### config.mk
export PLATFORM = sky130hd
export DESIGN_NAME = gtout_decode_flat
export DESIGN_NICKNAME = d
export VERILOG_FILES = /design/src/rtl/gtout_decode_if.sv /design/src/rtl/gtout_decode.sv /design/src/flat_wrapper.sv
export SDC_FILE = /design/constraint.sdc
export NUM_CORES = 1
export LEC_CHECK = 0
export CELL_PAD_IN_SITES_DETAIL_PLACEMENT = 0
export CELL_PAD_IN_SITES_GLOBAL_PLACEMENT = 2
export CORE_MARGIN = 2
export CORE_UTILIZATION = 37
export DETAILED_ROUTE_END_ITERATION = 16
export DONT_BUFFER_PORTS = 1
export GPL_TIMING_DRIVEN = 0
export HOLD_SLACK_MARGIN = 0.02
export PLACE_DENSITY_LB_ADDON = 0.1
export SLEW_MARGIN = 20
export SYNTH_ARGS = -nofsm -noshare
export SYNTH_HDL_FRONTEND = slang
export SYNTH_SLANG_ARGS = --single-unit
export TNS_END_PERCENT = 50
### constraint.sdc
create_clock -name clk1 -period 3 [get_ports clk1]
set_input_delay 0.3 -clock clk1 [delete_from_list [all_inputs] [get_ports clk1]]
set_output_delay 0.3 -clock clk1 [all_outputs]
set_load 0.01 [all_outputs]
### src/rtl/gtout_decode_if.sv
// Bundles the Gigatron OUT byte with the decoded pixel/sync/beam/lock outputs.
// Latency: none, wiring only.
// Backpressure: none; the pixel stream runs free at clk1 and cannot be stalled.
// Ports: out_byte (source -> decoder); decoded rgb, syncs, edge pulses,
// beam position, line length, capture window, lock status (decoder -> consumer).
interface gtout_decode_if;
    logic [7:0] out_byte;
    logic [3:0] gigatron_vga_r;
    logic [3:0] gigatron_vga_g;
    logic [3:0] gigatron_vga_b;
    logic       gigatron_vga_hs;
    logic       gigatron_vga_vs;
    logic       hs_fall;
    logic       vs_fall;
    logic [7:0] pix_x;
    logic [9:0] line_y;
    logic [7:0] line_len;
    logic       pix_valid;
    logic       locked;
    logic       sync_err;

    // Source side: drives the raw OUT byte and observes the decoded stream.
    modport master (
        output out_byte,
        input  gigatron_vga_r, gigatron_vga_g, gigatron_vga_b,
        input  gigatron_vga_hs, gigatron_vga_vs, hs_fall, vs_fall,
        input  pix_x, line_y, line_len, pix_valid, locked, sync_err
    );

    // Decoder side.
    modport slave (
        input  out_byte,
        output gigatron_vga_r, gigatron_vga_g, gigatron_vga_b,
        output gigatron_vga_hs, gigatron_vga_vs, hs_fall, vs_fall,
        output pix_x, line_y, line_len, pix_valid, locked, sync_err
    );
endinterface

### src/rtl/gtout_decode.sv
// Decodes the Gigatron OUT byte into 4-bit RGB + syncs, tracks beam position and judges sync lock.
// Latency: one clk1; out_byte sampled at an edge is visible on every output right after that edge.
// Backpressure: none; one sample per clk1, outputs are free-running.
// Ports: clk1 (only clock), reset (sync, active high), bus (slave modport: out_byte in;
// rgb, hs/vs, hs_fall/vs_fall, pix_x, line_y, line_len, pix_valid, locked, sync_err out).
module gtout_decode #(
    parameter int LINE_CLKS   = 200,
    parameter int LINE_TOL    = 2,
    parameter int FRAME_LINES = 521,
    parameter int FRAME_TOL   = 4,
    parameter int LOCK_FRAMES = 2,
    parameter int PIX_FIRST   = 12,
    parameter int PIX_COUNT   = 160,
    parameter int LINE_FIRST  = 25,
    parameter int LINE_COUNT  = 32
) (
    input  logic          clk1,
    input  logic          reset,
    gtout_decode_if.slave bus
);

    // A stalled line is declared after two nominal line times; pix_x saturates
    // at 255, so when that limit is out of range the saturation point stands in.
    localparam int          TO_LIM = (2 * LINE_CLKS > 255) ? 255 : 2 * LINE_CLKS;
    localparam logic [7:0]  TO_V   = 8'(TO_LIM);
    localparam logic [8:0]  LEN_LO = 9'(LINE_CLKS - LINE_TOL);
    localparam logic [8:0]  LEN_HI = 9'(LINE_CLKS + LINE_TOL);
    localparam logic [10:0] FRM_LO = 11'(FRAME_LINES - FRAME_TOL);
    localparam logic [10:0] FRM_HI = 11'(FRAME_LINES + FRAME_TOL);
    localparam logic [8:0]  PX_LO  = 9'(PIX_FIRST);
    localparam logic [8:0]  PX_HI  = 9'(PIX_FIRST + PIX_COUNT);
    localparam logic [10:0] LY_LO  = 11'(LINE_FIRST);
    localparam logic [10:0] LY_HI  = 11'(LINE_FIRST + LINE_COUNT);
    localparam int          CW     = $clog2(LOCK_FRAMES + 1) + 1;
    localparam logic [CW-1:0] LOCK_V = CW'(LOCK_FRAMES);

    localparam logic [1:0] ST_SEARCH = 2'd0;
    localparam logic [1:0] ST_CHECK  = 2'd1;
    localparam logic [1:0] ST_LOCKED = 2'd2;

    logic [3:0]    r_q, r_d, g_q, g_d, b_q, b_d;
    logic          hs_q, hs_d, vs_q, vs_d;
    logic          hs_fall_q, hs_fall_d, vs_fall_q, vs_fall_d;
    logic [7:0]    pix_x_q, pix_x_d;
    logic [9:0]    line_y_q, line_y_d;
    logic [7:0]    line_len_q, line_len_d;
    logic          pix_valid_q, pix_valid_d;
    logic [1:0]    state_q, state_d;
    logic [CW-1:0] good_q, good_d;
    logic          locked_q, locked_d;
    logic          sync_err_q, sync_err_d;
    logic          seen_hs_q, seen_hs_d;

    logic [8:0]    line_meas;
    logic [7:0]    len_sat;
    logic [10:0]   frame_lines;
    logic [CW-1:0] good_inc;
    logic          bad_line, bad_frame, timeout, drop;

    always_comb begin
        r_d = {bus.out_byte[1:0], bus.out_byte[1:0]};
        g_d = {bus.out_byte[3:2], bus.out_byte[3:2]};
        b_d = {bus.out_byte[5:4], bus.out_byte[5:4]};
        hs_d = bus.out_byte[6];
        vs_d = bus.out_byte[7];

        // hs_q/vs_q double as the previous sample, so the pulses line up
        // with the decoded sync outputs.
        hs_fall_d = hs_q & ~bus.out_byte[6];
        vs_fall_d = vs_q & ~bus.out_byte[7];

        if (hs_fall_d) begin
            pix_x_d = 8'd0;
        end else if (pix_x_q == 8'hFF) begin
            pix_x_d = 8'hFF;
        end else begin
            pix_x_d = pix_x_q + 8'd1;
        end

        // Line length = cycles from previous hs_fall to this one.
        line_meas = {1'b0, pix_x_q} + 9'd1;
        len_sat   = line_meas[8] ? 8'hFF : line_meas[7:0];

        // The first hs_fall after reset ends a partial line, so only later
        // ones give a measurement.
        line_len_d = line_len_q;
        seen_hs_d  = seen_hs_q | hs_fall_d;
        bad_line   = 1'b0;
        if (hs_fall_d && seen_hs_q) begin
            line_len_d = len_sat;
            bad_line   = ({1'b0, len_sat} < LEN_LO) || ({1'b0, len_sat} > LEN_HI);
        end

        if (vs_fall_d) begin
            line_y_d = 10'd0;
        end else if (hs_fall_d && line_y_q != 10'h3FF) begin
            line_y_d = line_y_q + 10'd1;
        end else begin
            line_y_d = line_y_q;
        end

        // A coincident hs_fall closes the last line of the frame too.
        frame_lines = {1'b0, line_y_q} + {10'd0, hs_fall_d};
        bad_frame   = (frame_lines < FRM_LO) || (frame_lines > FRM_HI);

        pix_valid_d = ({1'b0, pix_x_d} >= PX_LO) && ({1'b0, pix_x_d} < PX_HI) &&
                      ({1'b0, line_y_d} >= LY_LO) && ({1'b0, line_y_d} < LY_HI);

        timeout  = (pix_x_d >= TO_V);
        drop     = bad_line | timeout | (vs_fall_d & bad_frame);
        good_inc = good_q + CW'(1);

        state_d    = state_q;
        good_d     = good_q;
        sync_err_d = 1'b0;
        case (state_q)
            ST_SEARCH: begin
                if (vs_fall_d) begin
                    state_d = ST_CHECK;
                    good_d  = '0;
                end
            end
            ST_CHECK: begin
                // A bad line or stall outranks a frame boundary in the same cycle.
                if (drop) begin
                    state_d = ST_SEARCH;
                    good_d  = '0;
                end else if (vs_fall_d) begin
                    good_d = good_inc;
                    if (good_inc >= LOCK_V) begin
                        state_d = ST_LOCKED;
                    end
                end
            end
            ST_LOCKED: begin
                if (drop) begin
                    state_d    = ST_SEARCH;
                    good_d     = '0;
                    sync_err_d = 1'b1;
                end
            end
            default: begin
                state_d = ST_SEARCH;
                good_d  = '0;
            end
        endcase
        locked_d = (state_d == ST_LOCKED);
    end

    always_ff @(posedge clk1) begin
        if (reset) begin
            r_q         <= 4'd0;
            g_q         <= 4'd0;
            b_q         <= 4'd0;
            hs_q        <= 1'b1;
            vs_q        <= 1'b1;
            hs_fall_q   <= 1'b0;
            vs_fall_q   <= 1'b0;
            pix_x_q     <= 8'd0;
            line_y_q    <= 10'd0;
            line_len_q  <= 8'd0;
            pix_valid_q <= 1'b0;
            state_q     <= ST_SEARCH;
            good_q      <= '0;
            locked_q    <= 1'b0;
            sync_err_q  <= 1'b0;
            seen_hs_q   <= 1'b0;
        end else begin
            r_q         <= r_d;
            g_q         <= g_d;
            b_q         <= b_d;
            hs_q        <= hs_d;
            vs_q        <= vs_d;
            hs_fall_q   <= hs_fall_d;
            vs_fall_q   <= vs_fall_d;
            pix_x_q     <= pix_x_d;
            line_y_q    <= line_y_d;
            line_len_q  <= line_len_d;
            pix_valid_q <= pix_valid_d;
            state_q     <= state_d;
            good_q      <= good_d;
            locked_q    <= locked_d;
            sync_err_q  <= sync_err_d;
            seen_hs_q   <= seen_hs_d;
        end
    end

    assign bus.gigatron_vga_r  = r_q;
    assign bus.gigatron_vga_g  = g_q;
    assign bus.gigatron_vga_b  = b_q;
    assign bus.gigatron_vga_hs = hs_q;
    assign bus.gigatron_vga_vs = vs_q;
    assign bus.hs_fall         = hs_fall_q;
    assign bus.vs_fall         = vs_fall_q;
    assign bus.pix_x           = pix_x_q;
    assign bus.line_y          = line_y_q;
    assign bus.line_len        = line_len_q;
    assign bus.pix_valid       = pix_valid_q;
    assign bus.locked          = locked_q;
    assign bus.sync_err        = sync_err_q;

endmodule

### src/flat_wrapper.sv
// flat-port wrapper written by rule: the top's interface ports become plain ports
module gtout_decode_flat 
#(
    parameter int LINE_CLKS   = 200,
    parameter int LINE_TOL    = 2,
    parameter int FRAME_LINES = 521,
    parameter int FRAME_TOL   = 4,
    parameter int LOCK_FRAMES = 2,
    parameter int PIX_FIRST   = 12,
    parameter int PIX_COUNT   = 160,
    parameter int LINE_FIRST  = 25,
    parameter int LINE_COUNT  = 32
)
  (clk1, reset, bus_out_byte, bus_gigatron_vga_r, bus_gigatron_vga_g, bus_gigatron_vga_b, bus_gigatron_vga_hs, bus_gigatron_vga_vs, bus_hs_fall, bus_vs_fall, bus_pix_x, bus_line_y, bus_line_len, bus_pix_valid, bus_locked, bus_sync_err);
  gtout_decode_if bus_i ();
  input  logic clk1;
  input  logic reset;
  input wire logic [$bits(bus_i.out_byte)-1:0] bus_out_byte;
  output wire logic [$bits(bus_i.gigatron_vga_r)-1:0] bus_gigatron_vga_r;
  output wire logic [$bits(bus_i.gigatron_vga_g)-1:0] bus_gigatron_vga_g;
  output wire logic [$bits(bus_i.gigatron_vga_b)-1:0] bus_gigatron_vga_b;
  output wire logic [$bits(bus_i.gigatron_vga_hs)-1:0] bus_gigatron_vga_hs;
  output wire logic [$bits(bus_i.gigatron_vga_vs)-1:0] bus_gigatron_vga_vs;
  output wire logic [$bits(bus_i.hs_fall)-1:0] bus_hs_fall;
  output wire logic [$bits(bus_i.vs_fall)-1:0] bus_vs_fall;
  output wire logic [$bits(bus_i.pix_x)-1:0] bus_pix_x;
  output wire logic [$bits(bus_i.line_y)-1:0] bus_line_y;
  output wire logic [$bits(bus_i.line_len)-1:0] bus_line_len;
  output wire logic [$bits(bus_i.pix_valid)-1:0] bus_pix_valid;
  output wire logic [$bits(bus_i.locked)-1:0] bus_locked;
  output wire logic [$bits(bus_i.sync_err)-1:0] bus_sync_err;
  assign bus_i.out_byte = bus_out_byte;
  assign bus_gigatron_vga_r = bus_i.gigatron_vga_r;
  assign bus_gigatron_vga_g = bus_i.gigatron_vga_g;
  assign bus_gigatron_vga_b = bus_i.gigatron_vga_b;
  assign bus_gigatron_vga_hs = bus_i.gigatron_vga_hs;
  assign bus_gigatron_vga_vs = bus_i.gigatron_vga_vs;
  assign bus_hs_fall = bus_i.hs_fall;
  assign bus_vs_fall = bus_i.vs_fall;
  assign bus_pix_x = bus_i.pix_x;
  assign bus_line_y = bus_i.line_y;
  assign bus_line_len = bus_i.line_len;
  assign bus_pix_valid = bus_i.pix_valid;
  assign bus_locked = bus_i.locked;
  assign bus_sync_err = bus_i.sync_err;
  gtout_decode #(.LINE_CLKS(LINE_CLKS), .LINE_TOL(LINE_TOL), .FRAME_LINES(FRAME_LINES), .FRAME_TOL(FRAME_TOL), .LOCK_FRAMES(LOCK_FRAMES), .PIX_FIRST(PIX_FIRST), .PIX_COUNT(PIX_COUNT), .LINE_FIRST(LINE_FIRST), .LINE_COUNT(LINE_COUNT)) u_core (.clk1(clk1), .reset(reset), .bus(bus_i));
endmodule
==> Word-level counts from Yosys, hierarchy flattened <==
Cells that the tools add are included.
Widths: inputs -> output; s select.
{ "word_totals": {"register_bits": 51, "input_bits": 10, "out_inout_bits": 45} }
{ "classes": {"addsub": 5, "order_cmp": 10, "eq_ne": 8, "n_mux": 18, "bitwise_logic": 9, "reduce_logical": 10} }
{ "ops": {"columns": ["cell", "n"], "rows": [
  ["$mux 8", 3],
  ["$mux 10", 2],
  ["$lt 8x8->1 const B", 2],
  ["$mux 3", 4],
  ["$add 10x1->11", 1],
  ["$gt 11x10->1 const B", 1],
  ["$lt 11x10->1 const B", 1],
  ["$add 10x1->10 const B", 1],
  ["$ge 10x5->1 const B", 1],
  ["$lt 10x6->1 const B", 1],
  ["$mux 2", 5],
  ["$ne 10x10->1 const B", 1],
  ["$add 8x1->9 const B", 1],
  ["$pmux 3 s3", 1],
  ["$add 8x1->8 const B", 1],
  ["$eq 8x8->1 const B", 1],
  ["$ge 8x4->1 const B", 1],
  ["$ge 8x8->1 const B", 1],
  ["$gt 8x8->1 const B", 1],
  ["$pmux 2 s3", 1],
  ["$logic_and 1x1->1", 5],
  ["$eq 2x2->1 const B", 2],
  ["$ne 2x1->1 const B", 2],
  ["$add 3x1->3 const B", 1],
  ["11 further kinds", 19]
]} }

==> Longest topological paths before layout <==
Gate-level depths: netlist (run 1).
{ "depth": {"word_depth": 10, "ltp_mapped": 11} }

==> Worst setup path after synthesis (run 1) <==
OpenSTA, ideal clock, no wires.
{ "synth_timing": {"path_kind": "register to register", "from": "register u_core.hs_q (netlist: u_core.bus.gigatron_vga_hs)", "to": "register u_core.good_q[1]", "setup_time_ns": 0.084, "arrival_time_ns": 2.321, "setup_slack_ns": 0.594, "stages_incl_launch_ff": 12, "period_less_slack_ns": 2.406, "path_cell_list": "dfxtp_1 -> nand2b_4 -> clkinv_1 -> ha_1 -> ha_1 -> nand2_1 -> xor2_1 -> a31oi_1 -> nor4_1 -> a31o_2 -> nand2_2 -> o31ai_2"} }
{ "synth_via": {"elab_chain_len": 8, "elab_cells_between_ends": 17} }
{ "synth_lines": {"columns": ["item", "line", "source"], "rows": [
  ["from (decl)", "gtout_decode.sv:42", "logic hs_q, hs_d, vs_q, vs_d;"],
  ["from (signal assigned)", "gtout_decode.sv:172", "hs_q <= hs_d;"],
  ["$and 1x1->1 (*)", "gtout_decode.sv:69", "hs_fall_d = hs_q & ~bus.out_byte[6];"],
  ["net u_core.hs_fall_d", "gtout_decode.sv:43", "logic hs_fall_q, hs_fall_d, vs_fall_q, vs_fall_d;"],
  ["$add 10x1->11", "gtout_decode.sv:103", "frame_lines = {1'b0, line_y_q} + {10'd0, hs_fall_d};"],
  ["$lt 11x10->1 / $gt 11x10->1 (equally long branches)", "gtout_decode.sv:104", "bad_frame = (frame_lines < FRM_LO) || (frame_lines > FRM_HI);"],
  ["$logic_or 1x1->1", "gtout_decode.sv:104", null],
  ["$and 1x1->1", "gtout_decode.sv:110", "drop = bad_line | timeout | (vs_fall_d & bad_frame);"],
  ["$or 1x1->1 (*)", "gtout_decode.sv:110", null],
  ["$ne 3x1->1 (no line) (tied with other cells)", null, null],
  ["$reduce_and 3->1 (no line) / $pmux 3 s3 (equally long branches)", null, null],
  ["to (signal assigned)", "gtout_decode.sv:181", "good_q <= good_d;"],
  ["to (decl)", "gtout_decode.sv:49", "logic [CW-1:0] good_q, good_d;"]
]} }
Mark *: on every way through the listed nets, which the timed path passes. The rest lies on a longest branch.
A chain may end at the register's enable or synchronous reset.

==> Worst setup path after layout (run 1) <==
Same ends and word-level chain as after synthesis.

==> results.txt, run 1 <==
----------------------------------------------------
[Status]
  Status ... complete, no violations

[Critical path]
  Crit start category ... flop
  Worst Path Buf+Inv ... 1
  Arrival time reported for the critical path endpoint ... 2.96 ns
  Stage delay of the slowest cell on the critical path ... roughly 0.37 ns
  Critical Path Fanout Max ... 9
  Cell-by-cell trace of the critical path ... nand2b_4 -> clkinv_1 -> ha_2 -> ha_1 -> nand2_1 -> xor2_1 -> a31oi_1 -> nor4_1 -> a31o_2 -> nand2_2 -> o31ai_2
  Critical path's slowest cell ... sky130_fd_sc_hd__dfxtp_1
  Kind of end point of the critical path ... flop
  Data required time at the worst endpoint ... between 3 and 4 ns
  Family with the most delay on the worst path ... simple AND/OR/NAND/NOR gates
  Crit Path Category ... reg2reg

[Place]
  DP HPWL ... 4523 µm
  RePlAce Congestion ... roughly 0.78
  Cell total after placement ... 401
  Total of buffers placed on input and output ports ... 0

[Timing]
  Skew final ... between 0.006 and 0.007 ns
  Finish-stage setup viols ... 0
  Transition time of the tightest slew-check pin ... ~0.54 ns
  Total Neg Setup Slack ... 0 ns
  Worst max-slew margin expressed relative to the limit ... 63.90%
  Hold violation total from the final report ... 0
  Hold WS ... 0.1002 ns
  Setup repair after global routing missed its margin ... false
  Tcrit/Tclk final ... 91.13%
  Maximum operating frequency ... 365.8 MHz
  Post-layout minimum cycle time ... ~2.7 ns
  Final-report max-slew violation count ... 0

[Synthesis]
  Syn_area_per_cell ... 8.516 µm²
  Warnings, synthesis ... 0
  Number of synthesized flops with an enable pin ... 0
  Share of flip-flops with an asynchronous set or reset after synthesis ... 0%
  Cell area after technology mapping ... about 2600 µm²
  Synthesized netlist net count ... ~320
  Dominant cell type by area after synthesis ... sky130_fd_sc_hd__dfxtp_1
  Main synth FF type ... sky130_fd_sc_hd__dfxtp_1
  Number of different library cells in the post-synthesis netlist ... 69
  Synthesized instance count ... 305
  Area share of the largest cell type after synthesis ... 34.68%
  Seq cells post-synth ... 45
  Sequential-to-total area share from yosys stat ... approximately a third
  Largest cells by area after synthesis ... sky130_fd_sc_hd__dfxtp_1 (35%), sky130_fd_sc_hd__nor2_1 (5.9%), sky130_fd_sc_hd__ha_1 (3.4%), sky130_fd_sc_hd__a21oi_1 (3.1%), sky130_fd_sc_hd__nand2_1 (3.0%)

[Drt]
  Post-route DRC ... 0
  Routed via count ... 2156
  Pre-Repair DR Iteration Count ... 4
  Detailed router's first-iteration violation count ... 88
  Sum of met2 wire segment lengths after detailed routing ... between 2000 and 3000 µm
  Drt wl/cell ... ~15 µm
  Detail-routed via count per cell ... roughly 5.3
  WL final ... between 6000 and 7000 µm
  Routed wire length on met3 ... approximately 320 µm
  Top layer used by detailed routing ... met4
  WL met1 ... around 2800 µm
  Antenna-violating nets left ... 0

[Finish]
  Non-filler cells, final ... around 410
  Post-synthesis to final-layout area growth ... 9.152%
  Share of final-layout standard cells stronger than drive strength 1 ... between 10% and 20%
  Most used cells in the layout excluding fill and tap cells ... sky130_fd_sc_hd__dfxtp_1 (45), sky130_fd_sc_hd__nor2_1 (41), sky130_fd_sc_hd__nand2_1 (21)
  Final nets ... 329
  Multi-input combinational cell area ... roughly 1500 µm²
  Commonest non-fill, non-tap cell in the layout ... sky130_fd_sc_hd__dfxtp_1
  # fillers ... ~700
  Diodes inserted ... 0
  Area taken by flip-flops and latches ... around 900 µm²

[GRT]
  Total overflow reported by the global router ... 0
  Number of antenna violations at the first check in global routing ... 0
  Global-route usage over all layers ... 16.16%
  Number of global-route vias before repair ... ~2000
  Wire length of the first global-routing pass ... about 9900 µm
  Maximum number of pins on one net before global-route repair ... 16

[Clock network]
  Root Buffer Master ... sky130_fd_sc_hd__clkbuf_8
  Buffers from clock root to sink, at most ... 2
  Clock transition at the register clock pins on the worst setup and hold paths after CTS ... ~0.090 ns
  Clock Sinks ... 45
  CTS buffer count ... 5
  Number of buffers added to fix hold violations after cts ... 0
  Skew-Pair Late Insertion Delay ... roughly 0.30 ns
  H-Tree Level Count ... 2
  Buffers inserted during post-CTS setup optimization ... 0
  Number of gates given a new drive strength after cts ... 0
  Clock tree from TritonCTS ... done

[Power]
  Pwr Density ... 421.4 nW/µm²
  Leakage power ... ~1 nW
  IR Drop Worst-Case VDD ... roughly 180 µV

[Floorplan]
  Die footprint ... 7706 µm²
  Core outline area ... 6794 µm²
  Die extent in x ... 87.79 µm
  Placement row count ... 30
  Die Height ... around 90 µm
  I/O pin cnt ... 55
  Initial core utilization ... between 30% and 40%

[Job]
  Max-cap check violation count ... 0

[Worst hold path]
  HP Class ... in2reg

----------------------------------------------------
[final timing paths]
check / from / to / slack, ns / cells after the start
worst max-delay path: u_core.bus.gigatron_vga_hs$_SDFF_PP1_ / u_core.good_q[1]$_SDFFE_PP0P_ / 0.27 / 11
worst min-delay path: bus_out_byte[6] / u_core.bus.gigatron_vga_hs$_SDFF_PP1_ / 0.10 / 1
worst max register to register: u_core.bus.gigatron_vga_hs$_SDFF_PP1_ / u_core.good_q[1]$_SDFFE_PP0P_ / 0.27 / 11
worst min register to register: u_core.seen_hs_q$_SDFF_PP0_ / u_core.seen_hs_q$_SDFF_PP0_ / 0.49 / 2
[power breakdown]
group | switching [W] | total [W] | leakage (nW) | internal, W
combinational | 0.0000578 | 0.0000937 | 0.575 | 0.0000360
clock | 0.000215 | 0.000464 | 0.0543 | 0.000249
sequential | 0.0000236 | 0.000637 | 0.367 | 0.000613
[cell type report]
class	count	area share (%)
well taps	96	4.237
clock buffers	5	2.427
inverters	11	1.456
clock inverters	3	1.633
plain buffers	22	4.457
multi-input cells	227	54.02
flip-flops and latches	45	31.77
[cell usage after synthesis (2+ instances only)]
| master | count |
|---|---|
| sky130_fd_sc_hd__dfxtp_1 | 45 |
| sky130_fd_sc_hd__nor2_1 | 41 |
| sky130_fd_sc_hd__nand2_1 | 21 |
| sky130_fd_sc_hd__a21oi_1 | 16 |
| sky130_fd_sc_hd__nor2b_1 | 11 |
| sky130_fd_sc_hd__nor3_1 | 11 |
| sky130_fd_sc_hd__inv_1 | 10 |
| sky130_fd_sc_hd__clkbuf_1 | 9 |
| sky130_fd_sc_hd__xor2_1 | 9 |
| sky130_fd_sc_hd__buf_4 | 8 |
| sky130_fd_sc_hd__ha_1 | 7 |
| sky130_fd_sc_hd__nand3_1 | 7 |
| sky130_fd_sc_hd__xnor2_1 | 7 |
| sky130_fd_sc_hd__nand4_1 | 6 |
| sky130_fd_sc_hd__o21ai_0 | 6 |
| sky130_fd_sc_hd__a211oi_1 | 5 |
| sky130_fd_sc_hd__a31oi_1 | 5 |
| sky130_fd_sc_hd__and3_1 | 5 |
| sky130_fd_sc_hd__mux2i_1 | 5 |
| sky130_fd_sc_hd__buf_2 | 3 |
| sky130_fd_sc_hd__nand2b_1 | 3 |
| sky130_fd_sc_hd__nor4_1 | 3 |
| sky130_fd_sc_hd__o2111ai_1 | 3 |
| sky130_fd_sc_hd__o211ai_1 | 3 |
| sky130_fd_sc_hd__or2_2 | 3 |
| sky130_fd_sc_hd__a2bb2oi_1 | 2 |
| sky130_fd_sc_hd__a311oi_1 | 2 |
| sky130_fd_sc_hd__and2_1 | 2 |
| sky130_fd_sc_hd__and4_1 | 2 |
| sky130_fd_sc_hd__nand2_2 | 2 |
| sky130_fd_sc_hd__nor3b_2 | 2 |
| sky130_fd_sc_hd__o21a_1 | 2 |
| sky130_fd_sc_hd__o22ai_1 | 2 |
| sky130_fd_sc_hd__or3_1 | 2 |
[routing by layer]
layer	track usage [%]	vias to the layer above
met2	27.48	49
met5	0	-
met4	3.357	0
li1	-	1089
met1	20.87	1013
met3	3.864	5
[state kept, by name, summed over array words and instances (netlist names), 2 cells and up]
register / count
u_core.bus.gigatron_vga_b: 2
u_core.bus.gigatron_vga_g: 2
u_core.bus.gigatron_vga_r: 2
u_core.bus.line_len: 8
u_core.bus.line_y: 10
u_core.bus.pix_x: 8
u_core.good_q: 3
u_core.state_q: 2
[cells by family (layout without fill, tap and decap cells)]
family                     count (synthesis)  in the layout  synth area share [%]
and+or+nand+nor                          135            135                 28.76
AOI/OAI and AO/OA                         63             63                 18.98
DFF                                       45             45                 34.68
buffers and inverters                     33             41                 6.454
xor gates and xnor gates                  16             16                 5.395
adders and majority gates                  7              7                 3.372
muxes                                      6              6                 2.360
[through the flow]
| step | total power, W | instance area (µm²) | util, % | setup slack, ns |
|---|---|---|---|---|
| floorplan | 0.0007216 | 2597 | - | 0.5941 |
| global placement | 0.0007460 | 2718 | 40.00 | 0.1535 |
| detailed placement | 0.0007455 | 2718 | 40.00 | 0.1710 |
| CTS | 0.001218 | 2833 | 41.69 | 0.1607 |
| global route | 0.001253 | 2835 | 41.73 | 0.04335 |
| finish | 0.001195 | 2835 | 41.73 | 0.2661 |
Note: power is estimated with default switching activity, not from simulation.
==> run 2: changes to the inputs <==
CORE_MARGIN = not set   (was 2)
==> results.txt, run 2 (synthesis results as in run 1) <==
----------------------------------------------------
[GRT]
  Number of global-route vias before repair ... 2019
  Global-route usage over all layers ... about 17%
  Number of antenna violations at the first check in global routing ... 0
  Total overflow reported by the global router ... 0
  Wire length of the first global-routing pass ... between 10000 and 15000 µm
  Maximum number of pins on one net before global-route repair ... 16

[Job]
  Max-cap check violation count ... 0

[Finish]
  Diodes inserted ... 0
  Commonest non-fill, non-tap cell in the layout ... sky130_fd_sc_hd__dfxtp_1
  Post-synthesis to final-layout area growth ... 9.393%
  Most used cells in the layout excluding fill and tap cells ... sky130_fd_sc_hd__dfxtp_1 (45), sky130_fd_sc_hd__nor2_1 (41), sky130_fd_sc_hd__nand2_1 (21)
  # fillers ... roughly 710
  Share of final-layout standard cells stronger than drive strength 1 ... 15.65%
  Final nets ... between 300 and 400
  Multi-input combinational cell area ... between 1500 and 2000 µm²
  Area taken by flip-flops and latches ... around 900 µm²
  Largest register FFs ... 10
  Finished Core Util ... a little over two fifths

[Place]
  DP HPWL ... 4491 µm
  RePlAce Congestion ... about 0.8
  Total of buffers placed on input and output ports ... 0
  Worst Setup Slack post-DPL ... about 0.15 ns

[Status]
  Status ... complete, no violations

[Floorplan]
  Initial core utilization ... a little under two fifths
  Die footprint ... around 7400 µm²
  Die extent in x ... ~86 µm
  Placement row count ... 30
  I/O pin cnt ... between 50 and 60
  Core outline area ... just under 7000 µm²
  Die Height ... ~86 µm

[Timing]
  Worst max-slew margin expressed relative to the limit ... between 60% and 70%
  Hold WS ... between 0.09 and 0.1 ns
  Post-layout minimum cycle time ... ~2.7 ns
  Transition time of the tightest slew-check pin ... 0.5186 ns
  Maximum operating frequency ... ~370 MHz
  Skew final ... about 0.011 ns
  Hold violation total from the final report ... 0
  Tcrit/Tclk final ... between 90% and 100%
  Final worst-path setup slack ... between 0.2 and 0.3 ns
  Finish-stage setup viols ... 0
  Final-report max-slew violation count ... 0
  Setup repair after global routing missed its margin ... false
  Total Neg Setup Slack ... 0 ns

[Power]
  Switching Fraction ... ~25%
  Pwr Density ... roughly 420 nW/µm²
  Overall Power ... approximately 0.0012 W
  Portion of total power attributed to the clock network ... 38.9%
  Gate power share ... 7.9%
  Leakage power ... 0.9914 nW
  Seq pwr share ... 53.2%
  Psw ... 0.0002985 W
  IR Drop Worst-Case VDD ... approximately 270 µV
  Int Pwr ... 0.0008985 W

[Drt]
  Detailed router's first-iteration violation count ... 116
  WL final ... just under 6000 µm
  Pre-Repair DR Iteration Count ... 4
  Post-route DRC ... 0
  Drt wl/cell ... approximately 14 µm
  Routed via count ... ~2100
  Antenna-violating nets left ... 0
  Detail-routed via count per cell ... ~5.2

[Clock network]
  CTS buffer count ... 5
  H-Tree Level Count ... 2
  Clock tree from TritonCTS ... done
  Buffers inserted during post-CTS setup optimization ... 0
  Skew-Pair Late Insertion Delay ... 0.30 ns
  Number of buffers added to fix hold violations after cts ... 0
  Root Buffer Master ... sky130_fd_sc_hd__clkbuf_8
  Number of gates given a new drive strength after cts ... 0
  Buffers from clock root to sink, at most ... 2
  Clock transition at the register clock pins on the worst setup and hold paths after CTS ... approximately 0.09 ns
  Clock Sinks ... 45

[Critical path]
  Arrival time reported for the critical path endpoint ... roughly 2.9 ns
  Kind of end point of the critical path ... flop
  Crit start category ... flop
  Critical Path Fanout Max ... 10
  Stage delay of the slowest cell on the critical path ... 0.58 ns
  Data required time at the worst endpoint ... approximately 3.2 ns
  Critical path's slowest cell ... sky130_fd_sc_hd__dfxtp_1
  Family with the most delay on the worst path ... compound AO/OA/AOI/OAI gates
  Cell-by-cell trace of the critical path ... ha_1 -> buf_2 -> and4_4 -> nand2_1 -> a211oi_1 -> o2111ai_1 -> a32oi_4 -> nand2_2 -> o31ai_2
  Worst Path Buf+Inv ... 1
  Crit Path Category ... reg2reg

[Worst hold path]
  HP Class ... in2reg

----------------------------------------------------
==> run 2: power groups by stage <==
stage | sequential, W | combinational, W | clock [W]
after floorplan | 0.000646 | 0.0000752 | 0
after detailed placement | 0.000651 | 0.0000949 | 0
after global placement | 0.000651 | 0.0000948 | 0
after CTS | 0.000637 | 0.0000953 | 0.000487
final | 0.000637 | 0.0000942 | 0.000466
after global routing | 0.000641 | 0.000108 | 0.000512
==> run 2: layout make-up <==
type / instances / share of cell area, %
plain buffers: 22 / 4.447
clock buffers: 5 / 2.422
clock inverters: 3 / 1.629
inverters: 11 / 1.585
multi-input cells: 227 / 53.98
flip-flops and latches: 45 / 31.70
well taps: 96 / 4.227
==> run 2: per-stage QoR <==
step	instance area, µm²	cells
after floorplan	2597	305
after global placement	2718	401
after global routing	2841	409
after detailed placement	2718	401
after CTS	2833	409
final	2841	409
==> run 2: metal layers <==
layer / wire, µm / part of all wire, % / global-route usage [%]
met5: 0 / 0 / 0
met1: 2802 / 47 / 22.67
met2: 2706 / 46 / 28.58
met4: 40 / 0.68 / 3.182
met3: 375 / 6.3 / 4.909
==> run 2: final timing paths <==
kind,startpoint,end,slack [ns],cells after the start
worst max-delay path,u_core.bus.pix_x[0]$_SDFF_PP0_,u_core.good_q[1]$_SDFFE_PP0P_,0.29,9
worst min-delay path,bus_out_byte[6],u_core.bus.gigatron_vga_hs$_SDFF_PP1_,0.1,1
worst max register to register,u_core.bus.pix_x[0]$_SDFF_PP0_,u_core.good_q[1]$_SDFFE_PP0P_,0.29,9
worst min register to register,u_core.seen_hs_q$_SDFF_PP0_,u_core.seen_hs_q$_SDFF_PP0_,0.50,2
